===== config.mk =====
export PLATFORM = sky130hd
export DESIGN_NAME = ram_ctrl
export DESIGN_NICKNAME = d
export VERILOG_FILES = /design/src/rtl/ram_ctrl.sv
export SDC_FILE = /design/constraint.sdc
export NUM_CORES = 1
export LEC_CHECK = 0
export BUFFER_PORTS_ARGS = -buffer_cell sky130_fd_sc_hd__buf_4
export CORE_ASPECT_RATIO = 2
export CORE_MARGIN = 2
export CORE_UTILIZATION = 44
export CTS_BUF_LIST = sky130_fd_sc_hd__clkbuf_8
export DETAILED_ROUTE_END_ITERATION = 6
export PLACE_DENSITY = 0.75
export SLEW_MARGIN = 20
export SYNTH_ARGS = -nofsm -noshare
export SYNTH_HDL_FRONTEND = slang
export SYNTH_SLANG_ARGS = --single-unit
export TNS_END_PERCENT = 50

===== constraint.sdc =====
create_clock -name clk -period 2.8 [get_ports clk]
set_input_delay 0.14 -clock clk [delete_from_list [all_inputs] [get_ports clk]]
set_output_delay 0.14 -clock clk [all_outputs]
set_load 0.1 [all_outputs]

===== src/rtl/ram_ctrl.sv =====
// Valid/ready front end for a single-port synchronous word RAM.
// Byte-enable partial writes are done as read-modify-write; one transaction in flight.
module ram_ctrl #(
  parameter int dat_width = 32,
  parameter int adr_width = 32,
  parameter int mem_size  = 1024
) (
  input  logic                   clk,
  input  logic                   rst_n,
  input  logic                   req_valid_i,
  output logic                   req_ready_o,
  input  logic                   req_we_i,
  input  logic [adr_width-1:0]   req_adr_i,
  input  logic [dat_width/8-1:0] req_be_i,
  input  logic [dat_width-1:0]   req_dat_i,
  output logic                   rsp_valid_o,
  input  logic                   rsp_ready_i,
  output logic [dat_width-1:0]   rsp_dat_o,
  output logic                   rsp_err_o,
  output logic [adr_width-1:0]   ram_adr_o,
  output logic                   ram_we_o,
  output logic [dat_width-1:0]   ram_dat_o,
  input  logic [dat_width-1:0]   ram_dat_i
);
  localparam int NB = dat_width / 8;
  localparam int AB = $clog2(NB);
  localparam logic [adr_width-1:0] MEM_WORDS = adr_width'(mem_size);

  typedef enum logic [2:0] {IDLE, ACC, WAIT, WR, RESP} state_t;

  state_t               state_q, state_d;
  logic [adr_width-1:0] adr_q, adr_d;
  logic                 we_q, we_d;
  logic [NB-1:0]        be_q, be_d;
  logic [dat_width-1:0] dat_q, dat_d;
  logic                 err_q, err_d;
  logic [dat_width-1:0] rdat_q, rdat_d;
  logic                 rerr_q, rerr_d;
  logic [dat_width-1:0] merged;
  logic [adr_width-1:0] wadr;

  assign wadr = req_adr_i >> AB;

  // Byte lanes of the read-modify-write merge.
  for (genvar i = 0; i < NB; i++) begin : g_merge
    assign merged[8*i +: 8] = be_q[i] ? dat_q[8*i +: 8] : ram_dat_i[8*i +: 8];
  end

  always_comb begin
    state_d = state_q;
    adr_d   = adr_q;
    we_d    = we_q;
    be_d    = be_q;
    dat_d   = dat_q;
    err_d   = err_q;
    rdat_d  = rdat_q;
    rerr_d  = rerr_q;
    case (state_q)
      IDLE: if (req_valid_i) begin
        adr_d   = wadr;
        we_d    = req_we_i;
        be_d    = req_be_i;
        dat_d   = req_dat_i;
        err_d   = (wadr >= MEM_WORDS);
        rdat_d  = '0;
        rerr_d  = 1'b0;
        state_d = ACC;
      end
      ACC: begin
        if (err_q) begin
          rerr_d  = 1'b1;
          state_d = RESP;
        end else if (we_q && ((&be_q) || !(|be_q))) begin
          state_d = RESP;
        end else begin
          state_d = WAIT;
        end
      end
      WAIT: begin
        if (we_q) begin
          dat_d   = merged;
          state_d = WR;
        end else begin
          rdat_d  = ram_dat_i;
          state_d = RESP;
        end
      end
      WR:   state_d = RESP;
      RESP: if (rsp_ready_i) state_d = IDLE;
      default: state_d = IDLE;
    endcase
  end

  always_ff @(posedge clk) begin
    if (!rst_n) begin
      state_q <= IDLE;
      adr_q   <= '0;
      we_q    <= 1'b0;
      be_q    <= '0;
      dat_q   <= '0;
      err_q   <= 1'b0;
      rdat_q  <= '0;
      rerr_q  <= 1'b0;
    end else begin
      state_q <= state_d;
      adr_q   <= adr_d;
      we_q    <= we_d;
      be_q    <= be_d;
      dat_q   <= dat_d;
      err_q   <= err_d;
      rdat_q  <= rdat_d;
      rerr_q  <= rerr_d;
    end
  end

  // Write strobe gated by rst_n so a reset edge never commits a RAM write.
  assign ram_we_o    = rst_n && ((state_q == ACC && we_q && !err_q && (&be_q)) ||
                                 (state_q == WR));
  assign ram_adr_o   = adr_q;
  assign ram_dat_o   = dat_q;
  assign req_ready_o = (state_q == IDLE) && rst_n;
  assign rsp_valid_o = (state_q == RESP);
  assign rsp_dat_o   = rdat_q;
  assign rsp_err_o   = rerr_q;
endmodule


# After elaboration in Yosys (flattened, before gate mapping)
# Index checks and enable logic that the tools add are counted.
[word_totals]
input_bits = 105
elab_cells = 67
register_bits = 104
out_inout_bits = 100
[op_classes]
reduce_logical = 23
mux = 19
eq_ne = 13
n_lt_le_gt_ge = 1
[ops]
columns = ["cell", "count"]
rows = [
  ["$mux W32", 4],
  ["$pmux W32 S2", 2],
  ["$mux W8", 4],
  ["$ge A30 B11 Y1 const B", 1],
  ["$reduce_and A4 Y1", 5],
  ["$ne A2 B2 Y1 const B", 8],
  ["$mux W3", 5],
  ["$pmux W3 S5", 1],
  ["$eq A3 B2 Y1 const B", 2],
  ["$logic_and A1 B1 Y1", 6],
  ["$reduce_and A3 Y1", 2],
  ["$reduce_and A2 Y1", 2],
  ["$reduce_bool A2 Y1", 2],
  ["$reduce_or A4 Y1", 1],
  ["$eq A3 B1 Y1 const B", 1],
  ["$eq A3 B3 Y1 const B", 1],
  ["$logic_not A3 Y1", 1],
  ["$logic_not A1 Y1", 2],
  ["$logic_or A1 B1 Y1", 2],
  ["$mux W1", 2],
  ["$ne A2 B1 Y1 const B", 1],
  ["$pmux W1 S2", 1],
]

# Longest topological paths before layout
# Gate-level depths: netlist (run 1).
[logic_depth]
depth_word = 7
ltp_mapped = 7
depth_no_buf = 3

# Worst setup path after synthesis (run 1)
# Ideal clock, no wire load.
[synth_path]
path_kind = "reg2reg"
start = "register state_q[1]"
end = "register state_q[2]"
synth_period_minus_slack_ns = 3.413
path_slack_ns = -0.613
path_stages_with_launch = 7
t_arrival_ns = 3.334
setup_time_ns = 0.079
cell_sequence = "dfxtp_1 buf_2 buf_2 buf_2 nor3b_1 nand3b_1 o211ai_1"
[synth_via]
elab_chain_cells = 3
[synth_rtl]
columns = ["item", "line", "rtl"]
rows = [
  ["start, declared", "31", "state_t state_q, state_d;"],
  ["start signal, assigned", "105", "state_q <= state_d;"],
  ["$eq A3 B3 Y1 *", "--", ""],
  ["via rsp_valid_o", "16", "output logic rsp_valid_o,"],
  ["$ne A2 B1 Y1 (no line)", "--", ""],
  ["$reduce_and A2 Y1 (no line)", "--", ""],
]
# Mark *: on every way through the listed nets, which the timed path passes. The rest lies on a longest branch.
# A chain may end at the register's enable or synchronous reset.

# Worst setup path after layout (run 1)
[layout_path]
start = "register state_q[1]"
end = "output ram_we_o"
[layout_via]
elab_chain_cells = 6
[layout_rtl]
columns = ["item", "line", "rtl"]
rows = [
  ["$eq A3 B1 Y1", "117", "assign ram_we_o = rst_n && ((state_q == ACC && we_q && !err_q && (&be_q)) ||"],
  ["$logic_and A1 B1 Y1 (3 in a row)", "117", ""],
  ["$logic_or A1 B1 Y1 *", "117", ""],
  ["$logic_and A1 B1 Y1 *", "117", ""],
  ["end, declared", "21", "output logic ram_we_o,"],
]
# Every way passes the cells marked *; elsewhere a longest branch is shown, timed or not.

==> metrics.cfg, run 1 <==
[worst_setup_path]
path_buf_inv=2
path_delay_family=buffers and inverters
cp.required_ns=2.66
ff2ff_setup_slack_ns=0.66
cp-start-kind=register
r2r_start=state_q[0]
slowest_delay_ns=0.67
worstPathArrival_ns=2.10
cp_max_fo=53
cp_common_cell=buf_4
crit_start=state_q[1]
end_kind=primary output
cp_cell_sequence=buf_4 -> a31oi_1 -> nor2_1 -> buf_4
crit_type=register to primary output
cp_slowest_cell=dfxtp_2

[global_routing]
grt_max_degree=82
grt_pass1_vias=4418
antenna_found_initial=0
gr-usage-all-layers_pct=24.6
gr-usage-met2_pct=46.0
grt_use_met3_pct=6.25
grtUsageMet1_pct=25.8
grt_pass1_wl_mm=22.3
top_usage_layer=met2
overflow=0

[sta]
tns_ns=0
fin_worst_skew_ns=0.0131
fmax_mhz=446
slew_viol_final=0
finalHoldViolCount=0
rsz0062_at_grt=no
worstMarginPinSlew_ns=0.740
worst_slack_ns=0.556
slew_headroom_pct=50.7
fin_crit_ns=2.24
setup_viol=0
finalCritPeriodShare_pct=80.1

[clocking]
htreeDepth=3
ctsResizeCount=0
hold_buffers=4
cts_buffers=9
clk-insertion-delay-late_ns=0.37
clk_pin_slew_ns=0.10
clockBufferDepth=2
clkSinkCount=104
post-cts-setup-buffers=0
cts_tree=yes
cts_root_buf=clkbuf_8

[route]
drcViolationCount=0
drtPass1Iterations=5
ant_nets=0
drtIter0Drc=217
wl_mm=14.3
wl_per_cell_um=16.8
dr_total_vias=4493
via_per_inst=5.29

[power_and_ir_drop]
p_clk_share_pct=21.5
internal-power_mw=2.33
power.leakage_nw=2.74
ir_worst_vdd_v=0.000380
seqPwrFrac_pct=41.7
p_per_area_mw_per_mm2=635
p_switching_mw=1.68
switching_share_pct=41.9
finalPower_mw=4.01
power_frac_comb_pct=36.8

[cells_and_area]
drive_gt1_share_pct=37.1
area_growth_syn_to_layout_pct=37.1
nNetsFinal=815
num_antenna_cells=0
final_cell_mix=206 x buf_4, 137 x nand2_1, 103 x dfxtp_1
final_common_cell=buf_4
stdcell_area_sq_mm=0.00631
nFillCells=929

[floorplanning]
rows=52
core_area_sq_mm=0.0101
die_area_sq_mm=0.0113
io_pins=205
die_x_um=76.3
die_h_um=149
start_util_pct=45.4

[placed_design]
dp_hpwl_mm=10.6
place_area_sq_mm=0.00608
gp_congestion=0.919
numPortBuffers=200
pre_cts_ws_ns=0.631

[hold_path]
hold_class=primary input to register
worstHoldStart=req_adr_i[16]

[synthesis]
ys_ff_latch=104
synthCells=538
async_flop_share_pct=0
avgSynthCellArea_sq_um=8.56
seq_area_frac_synth_pct=45.2
synth_edf_count=0
synth_ff_type=dfxtp_1
synth_area_sq_mm=0.00460
synth_cell_types=32
ys_warn_count=0

[flow_run]
drv_cap=0

[run_status]
outcome=complete, no violations

-- cell usage after synthesis, types with 3 or more instances --
library cell | instances | area (sq um)
a21boi_0 | 33 | 248
a21boi_1 | 35 | 263
a21oi_2 | 4 | 35.0
and2_1 | 4 | 25.0
buf_2 | 20 | 100
buf_6 | 5 | 56.3
clkbuf_1 | 24 | 90.1
dfxtp_1 | 104 | 2080
nand2_1 | 137 | 514
nand2b_1 | 33 | 206
nand3_1 | 64 | 320
nand3b_1 | 5 | 37.5
nor2_1 | 4 | 15.0
nor3b_1 | 3 | 22.5
nor4_1 | 6 | 37.5
o21ai_0 | 4 | 20.0
o221a_2 | 32 | 360
-- flip-flops by register name (all words and copies together), names as in the netlist --
| signal | cells |
|---|---|
| we_q | 1 |
| state_q | 3 |
| ram_adr_o | 30 |
| err_q | 1 |
| ram_dat_o | 32 |
| rsp_dat_o | 32 |
| be_q | 4 |
| rsp_err_o | 1 |
-- kinds of logic (layout without fill, tap and decap cells) --
kind of cell / after synthesis / after routing / share of synthesized area, %
and+or+nand+nor: 265 / 265 / 27.7
AOI/OAI and AO/OA: 115 / 115 / 21.2
DFF: 104 / 104 / 45.2
buffers and inverters: 53 / 229 / 5.84
other: 1 / 2 / 0.0814
-- worst min-delay path: stages --
cell	delay, ns
buf_4	0.11
nand2_1	0.05
a21boi_1	0.05
-- final cells by class --
| cell class | instances | area, sq um | share of cell area, % |
|---|---|---|---|
| multi-input cells | 382 | 2270 | 36.0 |
| flip-flops and latches | 104 | 2080 | 33.0 |
| repair buffers | 211 | 1600 | 25.3 |
| well taps | 135 | 169 | 2.68 |
| clock buffers | 10 | 138 | 2.18 |
| clock inverters | 6 | 45.0 | 0.714 |
| inverters | 2 | 7.51 | 0.119 |
-- power by group through the flow --
stage / combinational, mW / clock [mW] / sequential (mW)
after detailed placement: 1.47 / 0 / 1.71
after global routing: 1.53 / 0.961 / 1.69
after global placement: 1.46 / 0 / 1.70
after CTS: 1.48 / 0.894 / 1.67
final: 1.47 / 0.862 / 1.67
after floorplan: 0.413 / 0 / 2.40
-- layer usage --
metal | wire length, um | vias to the layer above
met5 | 0 | -
met4 | 424 | 0
met3 | 932 | 21
met2 | 7690 | 178
met1 | 5280 | 2097
li1 | - | 2197
-- through the flow --
step           instances  hold slack, ns  util [%]
3_5_place_dp         829           0.401      59.9
4_1_cts              849         0.00255      62.1
5_1_grt              850        0.000588      62.2
3_3_place_gp         829           0.390      59.9
2_1_floorplan        539           0.275         -
6_report             850          0.0248      62.2
-- final timing paths --
path              endpoint  cells after the start
max reg2reg  rsp_dat_o[23]                      4
max               ram_we_o                      4
min          ram_adr_o[14]                      3
min reg2reg  ram_adr_o[28]                      2
Note: power is estimated with default switching activity, not from simulation.
==> run 2, diff against run 1 <==
--- a/config.mk
+++ b/config.mk
@@ -5,6 +5,7 @@
 export SDC_FILE = /design/constraint.sdc
 export NUM_CORES = 1
 export LEC_CHECK = 0
+export ABC_AREA = 1
 export BUFFER_PORTS_ARGS = -buffer_cell sky130_fd_sc_hd__buf_4
 export CORE_ASPECT_RATIO = 2
 export CORE_MARGIN = 2
==> constraint.sdc (replaced) <==
create_clock -name clk -period 2.3 [get_ports clk]
set_input_delay 0.115 -clock clk [delete_from_list [all_inputs] [get_ports clk]]
set_output_delay 0.115 -clock clk [all_outputs]
set_load 0.1 [all_outputs]
==> metrics.cfg, run 2 <==
[run_status]
outcome=complete, no violations

[floorplanning]
start_util_pct=44.7
die_h_um=152
die_x_um=78.1
core_area_sq_mm=0.0108
rows=54
io_pins=205
die_area_sq_mm=0.0119

[clocking]
clockBufferDepth=2
clk_pin_slew_ns=0.11
ctsResizeCount=0
clk-insertion-delay-late_ns=0.39
clkSinkCount=104
cts_buffers=9
cts_tree=yes
post-cts-setup-buffers=0
hold_buffers=41
htreeDepth=3
cts_root_buf=clkbuf_8

[global_routing]
grt_use_met3_pct=4.80
overflow=0
gr-usage-all-layers_pct=25.4
antenna_found_initial=0
top_usage_layer=met2
grt_pass1_wl_mm=23.7
grtUsageMet1_pct=26.1
gr-usage-met2_pct=47.0
grt_pass1_vias=4748
grt_max_degree=68

[route]
ant_nets=0
wl_per_cell_um=14.6
drtIter0Drc=229
via_per_inst=4.85
dr_total_vias=5122
drtPass1Iterations=5
drcViolationCount=0
wl_mm=15.4

[synthesis]
synth_most_common_cell=nand2_1
synth_ff_type=dfxtp_1
synthCells=695
seq_area_frac_synth_pct=43.1
avgSynthCellArea_sq_um=6.96
synth_fa_ha_area_share_pct=0
synth_cell_types=29
synth_top_family_by_area=simple AND/OR/NAND/NOR gates
ys_ff_latch=104
async_flop_share_pct=0
synth_edf_count=0
netlist.area_leader.share_pct=43.1
synth-simple-area-share_pct=38.2
ys_top_cells_by_area=dfxtp_1 43%, nand2_1 18%, a21oi_1 7.7%, nand3_1 7.6%, nor2_1 6.9%
synth_area_sq_mm=0.00483
ys_warn_count=0
yosys.area.top_type=dfxtp_1
synthMuxAreaShare_pct=0
synth_compound_area_share_pct=8.33
synth_xor_area_share_pct=0
synth_common_cells=232 x nand2_1, 104 x dfxtp_1, 89 x nor2_1

[cells_and_area]
fin_cells=1055
post-route-util_pct=63.5
num_antenna_cells=0
nNetsFinal=1015
drive_gt1_share_pct=27.7
final_common_cell=nand2_1
area_growth_syn_to_layout_pct=42.0
final_cell_mix=232 x nand2_1, 205 x buf_4, 104 x dfxtp_1

[sta]
worstMarginPinSlew_ns=0.607
finalHoldViolCount=0
fmax_mhz=526
fin_worst_skew_ns=0.0156
rsz0062_at_grt=no
setup_viol=0
finalCritPeriodShare_pct=82.6
slew_headroom_pct=59.5
fin_crit_ns=1.90
slew_viol_final=0

[placed_design]
dp.cells=998
gp_congestion=0.837
numPortBuffers=200
dp_hpwl_mm=10.6

[hold_path]
hold_class=primary input to register

[power_and_ir_drop]
ir_worst_vdd_v=0.000671
finalPower_mw=7.92
power.leakage_nw=3.31
p_per_area_mw_per_mm2=1150

[worst_setup_path]
crit_type=register to primary output
end_kind=primary output
cp-start-kind=register
worstPathArrival_ns=1.78
cp_max_fo=8
cp.required_ns=2.18

[flow_run]
drv_cap=0

-- run 2: cell type report --
cell class                 count  area (sq um)
inverter                      46           179
sequential                   104          2080
tap                          140           175
timing repair buffer         247          1970
clock inverter                 7          75.1
fill                        1016          3940
multi-input combinational    502          2260
clock buffer                   9           124
-- run 2: metrics by stage --
stage	hold WS, ns	instance area [sq um]	setup slack [ns]	TNS [ns]
floorplan	0.258	4840	-0.0972	-0.0972
global placement	0.366	6260	0.641	0
detailed placement	0.377	6260	0.618	0
CTS	0.000964	6870	0.378	0
global route	0.0119	6870	0.281	0
finish	0.0113	6870	0.401	0
-- run 2: report_power, final --
part	leakage, nW	total (mW)	switching (mW)	internal [mW]
logic	2.35	4.40	3.42	0.988
registers	0.853	2.32	0.196	2.13
clock network	0.105	1.19	0.679	0.516
total	3.31	7.92	4.29	3.63
-- run 2: worst paths after layout --
path	cells past startpoint	endpoint	slack (ns)	from
worst max register to register	8	ram_adr_o[21]	0.61	state_q[1]
worst min-delay path	3	rsp_dat_o[28]	0.01	ram_dat_i[28]
worst min register to register	2	ram_adr_o[25]	0.47	ram_adr_o[25]
worst max-delay path	6	ram_we_o	0.40	state_q[1]
-- run 2: kinds of logic after synthesis --
| logic type | count (synthesis) |
|---|---|
| AOI/OAI and AO/OA | 79 |
| buffers and inverters | 90 |
| DFF | 104 |
| other | 1 |
| and+or+nand+nor | 421 |
-- run 2: worst max-delay path, cell delays in order, from the launching register on --
cell and delay, ns:
dfxtp_1 0.43, inv_4 0.15, nand3_1 0.11, nor2_1 0.15, nand3_1 0.10, a21oi_1 0.16, buf_4 0.31
-- run 2: layer usage --
layer | vias up | share of wire [%] | wire length (um)
met5 | - | 0 | 0
met4 | 0 | 4.3 | 653
met3 | 36 | 6.2 | 948
met2 | 200 | 55 | 8390
met1 | 2287 | 35 | 5370
li1 | 2599 | - | -
